==> config.mk <==
export PLATFORM = sky130hd
export DESIGN_NAME = vend_txn_fsm_flat
export DESIGN_NICKNAME = d
export VERILOG_FILES = /design/src/rtl/vend_pkg.sv /design/src/rtl/vend_txn_fsm_if.sv /design/src/rtl/vend_cash_acc.sv /design/src/rtl/vend_txn_fsm.sv /design/src/flat_wrapper.sv
export SDC_FILE = /design/constraint.sdc
export NUM_CORES = 1
export LEC_CHECK = 0
export CELL_PAD_IN_SITES_DETAIL_PLACEMENT = 0
export CELL_PAD_IN_SITES_GLOBAL_PLACEMENT = 1
export CORE_AREA = 2 2 106 108
export DETAILED_ROUTE_END_ITERATION = 10
export DIE_AREA = 0 0 108 110
export GPL_ROUTABILITY_DRIVEN = 0
export GPL_TIMING_DRIVEN = 0
export PLACE_DENSITY = 0.9
export SYNTH_ARGS = -nofsm -noshare
export SYNTH_HDL_FRONTEND = slang
export SYNTH_SLANG_ARGS = --single-unit
==> constraint.sdc <==
create_clock -name pclk -period 6.1 [get_ports pclk]
set_input_delay 1.22 -clock pclk [delete_from_list [all_inputs] [get_ports pclk]]
set_output_delay 1.22 -clock pclk [all_outputs]
set_load 0.05 [all_outputs]
==> src/rtl/vend_pkg.sv <==
// ---------------------------------------------------------------------------
// vend_pkg
// Shared definitions for the vending transaction controller.
//   - Data widths: item index, item cost / change, single currency value.
//   - ACC_W: width of the running cash total. It is one bit wider than a cost,
//     so the total cannot wrap before the cost is reached.
//   - vend_state_e: transaction controller states.
//   - txn_err_e: error codes reported on txn_error.
// ---------------------------------------------------------------------------
package vend_pkg;

    localparam int unsigned ITEM_ID_W = 10;
    localparam int unsigned COST_W    = 16;
    localparam int unsigned CUR_W     = 7;
    localparam int unsigned ACC_W     = COST_W + 1;

    typedef enum logic [2:0] {
        ST_IDLE     = 3'd0,
        ST_LOOKUP   = 3'd1,
        ST_COLLECT  = 3'd2,
        ST_DISPENSE = 3'd3,
        ST_CHANGE   = 3'd4
    } vend_state_e;

    typedef enum logic [1:0] {
        ERR_NONE       = 2'd0,
        ERR_INVALID_ID = 2'd1,
        ERR_SOLD_OUT   = 2'd2,
        ERR_ABORTED    = 2'd3
    } txn_err_e;

endpackage

==> src/rtl/vend_txn_fsm_if.sv <==
// ---------------------------------------------------------------------------
// vend_txn_fsm_if
// Link between the transaction controller and the configuration store.
//   cfg_item_id          controller -> store  item index being looked up
//   cfg_item_read_req    controller -> store  lookup strobe
//   cfg_item_update_req  controller -> store  one pulse per dispensed item
//   item_cost            store -> controller  cost of cfg_item_id (combinational)
//   item_available       store -> controller  stock of cfg_item_id
// The controller uses the master modport; the store uses the slave modport.
// ---------------------------------------------------------------------------
interface vend_txn_fsm_if
    import vend_pkg::*;
();

    logic [ITEM_ID_W-1:0] cfg_item_id;
    logic                 cfg_item_read_req;
    logic                 cfg_item_update_req;
    logic [COST_W-1:0]    item_cost;
    logic [7:0]           item_available;

    modport master (
        output cfg_item_id,
        output cfg_item_read_req,
        output cfg_item_update_req,
        input  item_cost,
        input  item_available
    );

    modport slave (
        input  cfg_item_id,
        input  cfg_item_read_req,
        input  cfg_item_update_req,
        output item_cost,
        output item_available
    );

endinterface

==> src/rtl/vend_cash_acc.sv <==
// ---------------------------------------------------------------------------
// vend_cash_acc
// Running cash total for one transaction.
// Ports:
//   pclk, prstn   clock, asynchronous active-low reset
//   clr           clear the total (takes priority over add)
//   add           add add_value to the total this cycle
//   add_value     value of the inserted currency
//   cost          latched cost of the selected item
//   total_ge      total >= cost
//   total_gt      total >  cost
//   total_nz      total != 0
//   diff          total - cost, meaningful only while total_gt is set
//   total_lo      total truncated to COST_W bits, used for refunds
// ---------------------------------------------------------------------------
module vend_cash_acc
    import vend_pkg::*;
(
    input  logic              pclk,
    input  logic              prstn,
    input  logic              clr,
    input  logic              add,
    input  logic [CUR_W-1:0]  add_value,
    input  logic [COST_W-1:0] cost,
    output logic              total_ge,
    output logic              total_gt,
    output logic              total_nz,
    output logic [COST_W-1:0] diff,
    output logic [COST_W-1:0] total_lo
);

    logic [ACC_W-1:0] total_q;
    logic [ACC_W-1:0] cost_ext;

    assign cost_ext = {1'b0, cost};

    // The total only grows while the controller is collecting. A clear at
    // the end of a transaction wins over any add in the same cycle.
    always_ff @(posedge pclk or negedge prstn) begin
        if (!prstn) begin
            total_q <= '0;
        end else if (clr) begin
            total_q <= '0;
        end else if (add) begin
            total_q <= total_q + ACC_W'(add_value);
        end
    end

    assign total_ge = (total_q >= cost_ext);
    assign total_gt = (total_q >  cost_ext);
    assign total_nz = |total_q;
    assign total_lo = total_q[COST_W-1:0];

    // Change never exceeds one currency value, so a COST_W-bit modular
    // difference is exact whenever total exceeds cost.
    assign diff = total_q[COST_W-1:0] - cost;

endmodule

==> src/rtl/vend_txn_fsm.sv <==
// ---------------------------------------------------------------------------
// vend_txn_fsm
// Vending transaction controller. Takes an item selection, looks the item up
// in the configuration store, collects currency until the cost is covered,
// dispenses the item and returns change.
// Ports:
//   pclk, prstn          clock, asynchronous active-low reset
//   cfg_mode             configuration mode; blocks new selections, and its
//                        rising edge aborts a lookup or collection
//   no_of_items          number of valid items in the store
//   item_select_valid/id one-cycle item selection
//   currency_valid/value one-cycle currency insertion
//   store                master side of vend_txn_fsm_if (store lookup/update)
//   item_dispense_valid  one-cycle dispense pulse, with item_dispense_id
//   change_valid         one-cycle change/refund pulse, with change_value
//   currency_reject      pulse one cycle after currency that was not accepted
//   txn_error            sticky error code, cleared by the next accepted select
// Optional feature:
//   VEND_TIMEOUT_EN      when defined, a collection with no currency for
//                        TIMEOUT_CYCLES cycles is aborted with a refund.
//                        Otherwise TIMEOUT_CYCLES is unused.
// ---------------------------------------------------------------------------
module vend_txn_fsm
    import vend_pkg::*;
#(
    parameter int unsigned TIMEOUT_CYCLES = 1000
) (
    input  logic                 pclk,
    input  logic                 prstn,
    input  logic                 cfg_mode,
    input  logic [ITEM_ID_W-1:0] no_of_items,
    input  logic                 item_select_valid,
    input  logic [ITEM_ID_W-1:0] item_select_id,
    input  logic                 currency_valid,
    input  logic [CUR_W-1:0]     currency_value,
    vend_txn_fsm_if.master       store,
    output logic                 item_dispense_valid,
    output logic [ITEM_ID_W-1:0] item_dispense_id,
    output logic                 change_valid,
    output logic [COST_W-1:0]    change_value,
    output logic                 currency_reject,
    output logic [1:0]           txn_error
);

    vend_state_e          state_q, state_d;
    logic [ITEM_ID_W-1:0] item_id_q;
    logic [COST_W-1:0]    cost_q;
    logic                 cfg_mode_q;
    txn_err_e             err_q, err_d;
    logic                 change_valid_q;
    logic [COST_W-1:0]    change_value_q;
    logic                 reject_q;

    logic                 load_id;
    logic                 load_cost;
    logic                 err_load;
    logic                 acc_clr;
    logic                 acc_add;
    logic                 chg_valid_d;
    logic [COST_W-1:0]    chg_value_d;
    logic                 mode_rise;
    logic                 timeout_hit;
    logic                 dispensing;

    logic                 acc_ge;
    logic                 acc_gt;
    logic                 acc_nz;
    logic [COST_W-1:0]    acc_diff;
    logic [COST_W-1:0]    acc_total_lo;

    vend_cash_acc u_cash_acc (
        .pclk      (pclk),
        .prstn     (prstn),
        .clr       (acc_clr),
        .add       (acc_add),
        .add_value (currency_value),
        .cost      (cost_q),
        .total_ge  (acc_ge),
        .total_gt  (acc_gt),
        .total_nz  (acc_nz),
        .diff      (acc_diff),
        .total_lo  (acc_total_lo)
    );

    assign mode_rise = cfg_mode && !cfg_mode_q;

`ifdef VEND_TIMEOUT_EN
    localparam int unsigned TO_W = $clog2(TIMEOUT_CYCLES + 1);

    logic [TO_W-1:0] idle_cnt_q;

    // Counts consecutive COLLECT cycles without currency; any currency or
    // leaving COLLECT restarts it.
    always_ff @(posedge pclk or negedge prstn) begin
        if (!prstn) begin
            idle_cnt_q <= '0;
        end else if ((state_q != ST_COLLECT) || currency_valid) begin
            idle_cnt_q <= '0;
        end else if (!timeout_hit) begin
            idle_cnt_q <= idle_cnt_q + TO_W'(1);
        end
    end

    // Fires in the TIMEOUT_CYCLES-th idle cycle so the abort lands at its end.
    assign timeout_hit = (state_q == ST_COLLECT) && !currency_valid &&
                         (idle_cnt_q == TO_W'(TIMEOUT_CYCLES - 1));
`else
    // Keeps the parameter referenced in builds without the timeout.
    wire unused_timeout = |TIMEOUT_CYCLES;
    assign timeout_hit = 1'b0;
`endif

    // State, latched transaction context and the registered pulse outputs.
    // currency_reject follows any currency the FSM did not accumulate.
    always_ff @(posedge pclk or negedge prstn) begin
        if (!prstn) begin
            state_q        <= ST_IDLE;
            item_id_q      <= '0;
            cost_q         <= '0;
            cfg_mode_q     <= 1'b0;
            err_q          <= ERR_NONE;
            change_valid_q <= 1'b0;
            change_value_q <= '0;
            reject_q       <= 1'b0;
        end else begin
            state_q        <= state_d;
            cfg_mode_q     <= cfg_mode;
            change_valid_q <= chg_valid_d;
            change_value_q <= chg_value_d;
            reject_q       <= currency_valid && !acc_add;
            if (load_id) begin
                item_id_q <= item_select_id;
            end
            if (load_cost) begin
                cost_q <= store.item_cost;
            end
            if (err_load) begin
                err_q <= err_d;
            end
        end
    end

    // Next-state and control decode. COLLECT checks the registered total, so
    // the cycle after the completing currency is still COLLECT (rejecting any
    // more currency) and the dispense follows one cycle later.
    always_comb begin
        state_d     = state_q;
        load_id     = 1'b0;
        load_cost   = 1'b0;
        err_load    = 1'b0;
        err_d       = ERR_NONE;
        acc_clr     = 1'b0;
        acc_add     = 1'b0;
        chg_valid_d = 1'b0;
        chg_value_d = '0;

        unique case (state_q)
            ST_IDLE: begin
                if (item_select_valid && !cfg_mode) begin
                    load_id  = 1'b1;
                    err_load = 1'b1;
                    err_d    = ERR_NONE;
                    state_d  = ST_LOOKUP;
                end
            end

            ST_LOOKUP: begin
                if (mode_rise) begin
                    err_load = 1'b1;
                    err_d    = ERR_ABORTED;
                    acc_clr  = 1'b1;
                    state_d  = ST_IDLE;
                end else if (item_id_q >= no_of_items) begin
                    err_load = 1'b1;
                    err_d    = ERR_INVALID_ID;
                    state_d  = ST_IDLE;
                end else if (store.item_available == '0) begin
                    err_load = 1'b1;
                    err_d    = ERR_SOLD_OUT;
                    state_d  = ST_IDLE;
                end else begin
                    load_cost = 1'b1;
                    state_d   = ST_COLLECT;
                end
            end

            ST_COLLECT: begin
                if (mode_rise || timeout_hit) begin
                    err_load    = 1'b1;
                    err_d       = ERR_ABORTED;
                    chg_valid_d = acc_nz;
                    chg_value_d = acc_total_lo;
                    acc_clr     = 1'b1;
                    state_d     = ST_IDLE;
                end else if (acc_ge) begin
                    state_d = ST_DISPENSE;
                end else if (currency_valid) begin
                    acc_add = 1'b1;
                end
            end

            ST_DISPENSE: begin
                state_d = ST_CHANGE;
            end

            ST_CHANGE: begin
                chg_valid_d = acc_gt;
                chg_value_d = acc_gt ? acc_diff : '0;
                acc_clr     = 1'b1;
                state_d     = ST_IDLE;
            end

            default: begin
                state_d = ST_IDLE;
            end
        endcase
    end

    assign dispensing                = (state_q == ST_DISPENSE);
    assign store.cfg_item_id         = item_id_q;
    assign store.cfg_item_read_req   = (state_q == ST_LOOKUP);
    assign store.cfg_item_update_req = dispensing;
    assign item_dispense_valid       = dispensing;
    assign item_dispense_id          = dispensing ? item_id_q : '0;
    assign change_valid              = change_valid_q;
    assign change_value              = change_value_q;
    assign currency_reject           = reject_q;
    assign txn_error                 = err_q;

endmodule

==> src/flat_wrapper.sv <==
// flat-port wrapper written by rule: the top's interface ports become plain ports
module vend_txn_fsm_flat import vend_pkg::*;
#(
    parameter int unsigned TIMEOUT_CYCLES = 1000
)
  (pclk, prstn, cfg_mode, no_of_items, item_select_valid, item_select_id, currency_valid, currency_value, item_dispense_valid, item_dispense_id, change_valid, change_value, currency_reject, txn_error, store_cfg_item_id, store_cfg_item_read_req, store_cfg_item_update_req, store_item_cost, store_item_available);
  vend_txn_fsm_if store_i ();
  input  logic pclk;
  input  logic prstn;
  input  logic cfg_mode;
  input  logic [ITEM_ID_W-1:0] no_of_items;
  input  logic item_select_valid;
  input  logic [ITEM_ID_W-1:0] item_select_id;
  input  logic currency_valid;
  input  logic [CUR_W-1:0] currency_value;
  output logic item_dispense_valid;
  output logic [ITEM_ID_W-1:0] item_dispense_id;
  output logic change_valid;
  output logic [COST_W-1:0] change_value;
  output logic currency_reject;
  output logic [1:0] txn_error;
  output wire logic [$bits(store_i.cfg_item_id)-1:0] store_cfg_item_id;
  output wire logic [$bits(store_i.cfg_item_read_req)-1:0] store_cfg_item_read_req;
  output wire logic [$bits(store_i.cfg_item_update_req)-1:0] store_cfg_item_update_req;
  input wire logic [$bits(store_i.item_cost)-1:0] store_item_cost;
  input wire logic [$bits(store_i.item_available)-1:0] store_item_available;
  assign store_cfg_item_id = store_i.cfg_item_id;
  assign store_cfg_item_read_req = store_i.cfg_item_read_req;
  assign store_cfg_item_update_req = store_i.cfg_item_update_req;
  assign store_i.item_cost = store_item_cost;
  assign store_i.item_available = store_item_available;
  vend_txn_fsm #(.TIMEOUT_CYCLES(TIMEOUT_CYCLES)) u_core (.pclk(pclk), .prstn(prstn), .cfg_mode(cfg_mode), .no_of_items(no_of_items), .item_select_valid(item_select_valid), .item_select_id(item_select_id), .currency_valid(currency_valid), .currency_value(currency_value), .store(store_i), .item_dispense_valid(item_dispense_valid), .item_dispense_id(item_dispense_id), .change_valid(change_valid), .change_value(change_value), .currency_reject(currency_reject), .txn_error(txn_error));
endmodule
Word level (Yosys, flattened, before mapping) --
Cells that the tools add are included.
Cells by class: eq/ne operators 6, mux-type cells 36, reduce and logical (&&, ||, !) cells 12, magnitude comparators 3, add/sub/neg operators 2
Operators with widths (count):
- $mux W17 | 2
- $mux W16 | 2
- $pmux W16 S2 | 1
- $add A17 B7 Y17 | 1
- $ge A17 B16 Y1 | 1
- $gt A17 B16 Y1 | 1
- $reduce_or A17 Y1 | 1
- $sub A16 B16 Y16 | 1
- $mux W1 | 15
- $mux W3 | 5
- $pmux W3 S4 | 1
- $ge A10 B10 Y1 | 1
- $mux W10 | 1
- $mux W2 | 5
- $logic_not A8 Y1 | 1
- $eq A3 B2 Y1 const B | 2
- $pmux W1 S2 | 2
- $pmux W2 S2 | 1
- $eq A3 B1 Y1 const B | 1
- $eq A3 B3 Y1 const B | 1
- $logic_and A1 B1 Y1 | 3
- $logic_not A1 Y1 | 3
- $logic_not A3 Y1 | 1
- $ne A3 B1 Y1 const B | 1
- 5 further kinds | 5
Word-level totals: output and inout port bits 43, logic and storage cells 68, register bits 67

Depth between registers and ports, before layout --
word-level depth 6, mapped depth 10

By module --
A second synthesis with hierarchy kept.
Second synthesis, totals: cell total of the unflattened synthesis 477, area, all modules 4543.1 um^2
By module, submodules not included:
- vend_txn_fsm | seq. area each 1251.2 um^2, area an instance 2318.5 um^2, cells an instance 197, instances 1
- vend_cash_acc | seq. area each 425.4 um^2, area an instance 2224.6 um^2, cells an instance 280, instances 1

Worst setup path after synthesis --
No wires, ideal clock.
kind input to register, start input port no_of_items[0], end register u_core.cost_q[12], data arrival time 3.014 ns, cell stages on the path 8, setup slack 2.959 ns, required time 5.972 ns, setup time 0.128 ns, cell sequence ha_1 -> nand2b_1 -> a21o_1 -> a211o_1 -> a21oi_2 -> o2111ai_2 -> buf_2 -> mux2_1
Between the ends: longest elaborated chain between the ends 4
RTL lines:
- start, declared | line flat_wrapper.sv:11 | input logic [ITEM_ID_W-1:0] no_of_items;
- $ge A10 B10 Y1 | line vend_txn_fsm.sv:173 | end else if (item_id_q >= no_of_items) begin
- $mux W1 | line vend_txn_fsm.sv:173
- $mux W1 | line vend_txn_fsm.sv:168 | if (mode_rise) begin
- $mux W1 | line vend_txn_fsm.sv:157 | unique case (state_q)
- end signal, assigned | line vend_txn_fsm.sv:135 | cost_q <= store.item_cost;
- end, declared | line vend_txn_fsm.sv:47 | logic [COST_W-1:0] cost_q;
No other way between the ends. A chain may end at the register's enable or synchronous reset.

Worst setup path in the final report --
start register u_core.state_q[1], end output port item_dispense_id[0]
Between the ends: longest elaborated chain between the ends 2
RTL lines:
- start, declared | line vend_txn_fsm.sv:45 | vend_state_e state_q, state_d;
- start signal, assigned | line vend_txn_fsm.sv:126 | state_q <= state_d;
- $eq A3 B2 Y1 | line vend_txn_fsm.sv:219 | assign dispensing = (state_q == ST_DISPENSE);
- $mux W10 | line vend_txn_fsm.sv:224 | assign item_dispense_id = dispensing ? item_id_q : '0;
- end, declared | line flat_wrapper.sv:17 | output logic [ITEM_ID_W-1:0] item_dispense_id;
No other way between the ends.

==> parameters.txt <==
Parameter                              Value

Worst setup path
  Total buffers and inverters traversed by the critical path ... 3
  Setup slack, reg-to-reg ... 3160 ps
  Startpoint types ... register
  Critical R2R Capture ... u_core.change_value[5]$_DFF_PN0_
  Delay of the slowest cell on the worst path ... 810 ps
  Family with the most delay on the worst path ... buffers and inverters
  Worst Reg-to-Reg Cells ... 8
  Critical path arrival ... 2350 ps
  Max FO, Critical Path ... 11
  CP required ... 4880 ps
  Master of the slowest instance on the critical path ... clkdlybuf4s50_1
  Nature of the critical path endpoint ... output port
  Source of the worst register-to-register timing path ... u_core.u_cash_acc.total_q[12]$_DFFE_PN0P_
  Worst setup path class ... register to output port
  Crit-path cells ... buf_2, and3b_1, clkbuf_1, and2_1, clkdlybuf4s50_1

Global routing
  Aggregate global routing overflow ... 0
  Number of antenna violations at the first check in global routing ... 0
  GR Util All Layers ... 20.4%
  Largest net degree at the start of global routing ... 68
  Vias in the first global route ... 3850
  Wire length of the first global-routing pass ... 18700 um

Clock tree
  Setup Fix Bufs, Post-CTS ... 0
  Number of buffers inserted by hold repair at cts ... 0
  Buffer type at the clock tree root ... clkbuf_8
  Clock latency of the later-clocked register in the worst-skew pair ... 350 ps
  CTS tree ... done
  Number of buffers between clock root and the deepest sink ... 2
  Number of buffers created by CTS ... 9
  Number of clock sinks ... 67
  Clock transition time at the flip-flop clock pins of the worst setup and hold paths ... 70 ps
  H-tree lvl count ... 3
  Resize count post-CTS ... 0

Yosys
  Number of distinct standard cells referenced by the synthesized netlist ... 59
  Share of flip-flops with an asynchronous set or reset ... 100%
  Most used standard cells in the synthesized netlist ... dfrtp_1 (67), nand2_1 (46), inv_1 (39)
  Yosys warnings ... 0
  Number of synthesized register bits ... 67
  Most used flip-flop cell after synthesis ... dfrtp_1
  Library cell with the largest summed area after synthesis ... dfrtp_1
  Synth top area cells ... dfrtp_1 (39%), ha_1 (9.6%), nand2_1 (4.0%)
  Number of synthesized flops with an enable pin ... 0
  Number of nets produced by synthesis ... 545
  Syn_area_per_cell ... 9.46 um^2
  Sequential-to-total area share from yosys stat ... 39.1%
  Synth Cell Area ... 0.00429 mm^2
  Share of the synthesized area in the top cell type ... 39.1%
  Most common cell in the netlist ... dfrtp_1
  Number of instances in the synthesized netlist ... 454

Power
  Combinational share of power ... 56.6%
  P_int ... 1.31 mW
  Proportion of power drawn by the clock network ... 15.0%
  Total Power ... 2.39 mW
  Power density over cell area ... 424 mW/mm^2
  Share of power burned in registers ... 28.4%
  Leak Pwr ... 2.52 nW
  Switching Share ... 45.0%
  Switching Power ... 1.07 mW
  Max VDD drop ... 209 uV

Detailed routing
  Average vias per placed instance ... 5.38
  Count of unresolved DRC violations after routing ... 0
  Number of design-rule violations left by the first detailed-router iteration ... 220
  Antenna violation net count after detailed routing ... 0
  Via count ... 3799
  Final WL ... 11600 um
  Number of search-and-repair iterations in the first detailed-routing pass ... 4
  DR WL/cell ... 16.4 um

Place
  Total instance count after detailed placement ... 692
  Post-detail-place hpwl ... 8750 um
  Post-placement worst setup slack ... 2100 ps
  # port buffers ... 98

Timing
  Max Freq ... 0.280 GHz
  Setup WS post-layout ... 2530 ps
  Number of max-slew violations in the final report ... 0
  Unrepaired setup endpoints after global routing ... false
  Worst clock skew ... 7.89 ps
  Number of hold violations in the final report ... 0
  Fin crit period ... 3570 ps
  Measured slew at the worst slew-check pin ... 993 ps
  Share of the clock period used by the worst path after layout ... 58.6%
  Headroom to the max-slew limit ... 33.3%
  Accumulated negative setup slack ... 0 ps
  Final hold slack ... 500 ps
  Final count of negative-setup-slack endpoints ... 0

Floorplanning
  Chip height ... 110 um
  Top Ports ... 99
  Initial core utilization ... 40.1%
  Horizontal extent of the die ... 108 um
  Floorplan core area ... 0.0107 mm^2
  DIE AREA ... 0.0119 mm^2
  Standard-cell row count ... 38

Final layout
  P&R area growth vs syn ... 31.1%
  Nets ... 654
  Diode insertion count for antenna repair ... 0
  Area of the multi-input gates ... 0.00239 mm^2
  Post-route insts no fill ... 706
  Proportion of layout cells with a drive suffix above 1 ... 9.19%
  Filler Cells Inserted ... 1012
  Area occupied by registers ... 0.00168 mm^2

Hold path
  Worst min-delay path startpoint ... u_core.cost_q[13]$_DFFE_PN0P_
  Hold depth ... 1
  Worst Hold Endpoint ... u_core.cost_q[13]$_DFFE_PN0P_
  Hold/Removal Path Class ... register to register

Outcome
  Run status ... finished, final reports clean

Run
  Number of max-cap violations ... 0
## through the flow
step | util [%] | cell area [um^2]
after floorplan | - | 4290
after global routing | 52.6 | 5630
after global placement | 50.9 | 5450
after detailed placement | 50.9 | 5450
final | 52.6 | 5630
after CTS | 52.6 | 5630
## worst reg2reg max path, cell delays in order, from the launching register on
cell and delay [ps]:
dfrtp_1 490, ha_1 320, buf_2 180, nand4_1 210, or2_0 250, o221a_2 320
a211oi_4 540, buf_2 360, a22o_1 200
## per-layer routing
layer	share of wire, %	up-vias	global-route usage, %
met5	0	-	0
met4	2.1	0	8.24
met3	6.4	25	3.82
met2	47	130	34.8
met1	44	1787	25.5
li1	-	1857	-
## cell usage in the layout, fill, tap and decap left out, drive strengths merged, types with 8 or more instances in the layout
master / n
a21oi: 27
a22o: 13
and2: 12
buf: 10
clkbuf: 19
clkdlybuf4s50: 97
dfrtp: 67
ha: 33
inv: 39
mux2: 17
nand2: 46
nand3: 16
nand4: 9
nor2: 22
nor3: 10
nor4: 8
o21a: 8
o21ai: 24
o31ai: 8
xnor2: 10
## area by class of cell
| cell class | count | area share [%] |
|---|---|---|
| Multi-Input combinational cell | 331 | 42.5 |
| Tap cell | 140 | 3.11 |
| Buffer | 17 | 1.38 |
| Inverter | 39 | 2.60 |
| Clock buffer | 11 | 2.51 |
| Timing Repair Buffer | 98 | 17.4 |
| Clock inverter | 3 | 0.711 |
| Sequential cell | 67 | 29.8 |
## registers in the layout (all words and copies together) (netlist names)
name,flops
u_core.cfg_mode_q,1
u_core.change_valid,1
u_core.change_value,16
u_core.cost_q,16
u_core.currency_reject,1
u_core.state_q,3
u_core.store.cfg_item_id,10
u_core.txn_error,2
u_core.u_cash_acc.total_q,17
## power by group through the flow
stage / registers [mW] / clock network, mW / logic (mW)
5_1_grt: 0.695 / 0.385 / 1.50
4_1_cts: 0.678 / 0.369 / 1.35
3_3_place_gp: 0.680 / 0 / 1.31
6_report: 0.678 / 0.358 / 1.35
2_1_floorplan: 0.796 / 0 / 0.857
3_5_place_dp: 0.687 / 0 / 1.34
## worst max path at each step
stage                                  start                            end  cells after the start
5_1_grt                       no_of_items[7]  u_core.cost_q[12]$_DFFE_PN0P_                      9
3_3_place_gp                           prstn  u_core.cost_q[14]$_DFFE_PN0P_                      1
6_report       u_core.state_q[1]$_DFFE_PN0P_            item_dispense_id[0]                      5
4_1_cts                       no_of_items[7]  u_core.cost_q[12]$_DFFE_PN0P_                      9
2_1_floorplan                 no_of_items[0]  u_core.cost_q[12]$_DFFE_PN0P_                      8
3_5_place_dp                  no_of_items[7]  u_core.cost_q[12]$_DFFE_PN0P_                      9
## logic make-up after synthesis
logic type                 after synthesis  synth area share [%]
and+or+nand+nor                        150                  18.1
AOI/OAI and AO/OA                      114                  19.5
DFF                                     67                  39.1
buffers and inverters                   56                  5.22
adders and majority gates               35                  10.6
muxes                                   17                  4.46
xor gates and xnor gates                15                  3.06
Note: power is estimated with default switching activity, not from simulation.
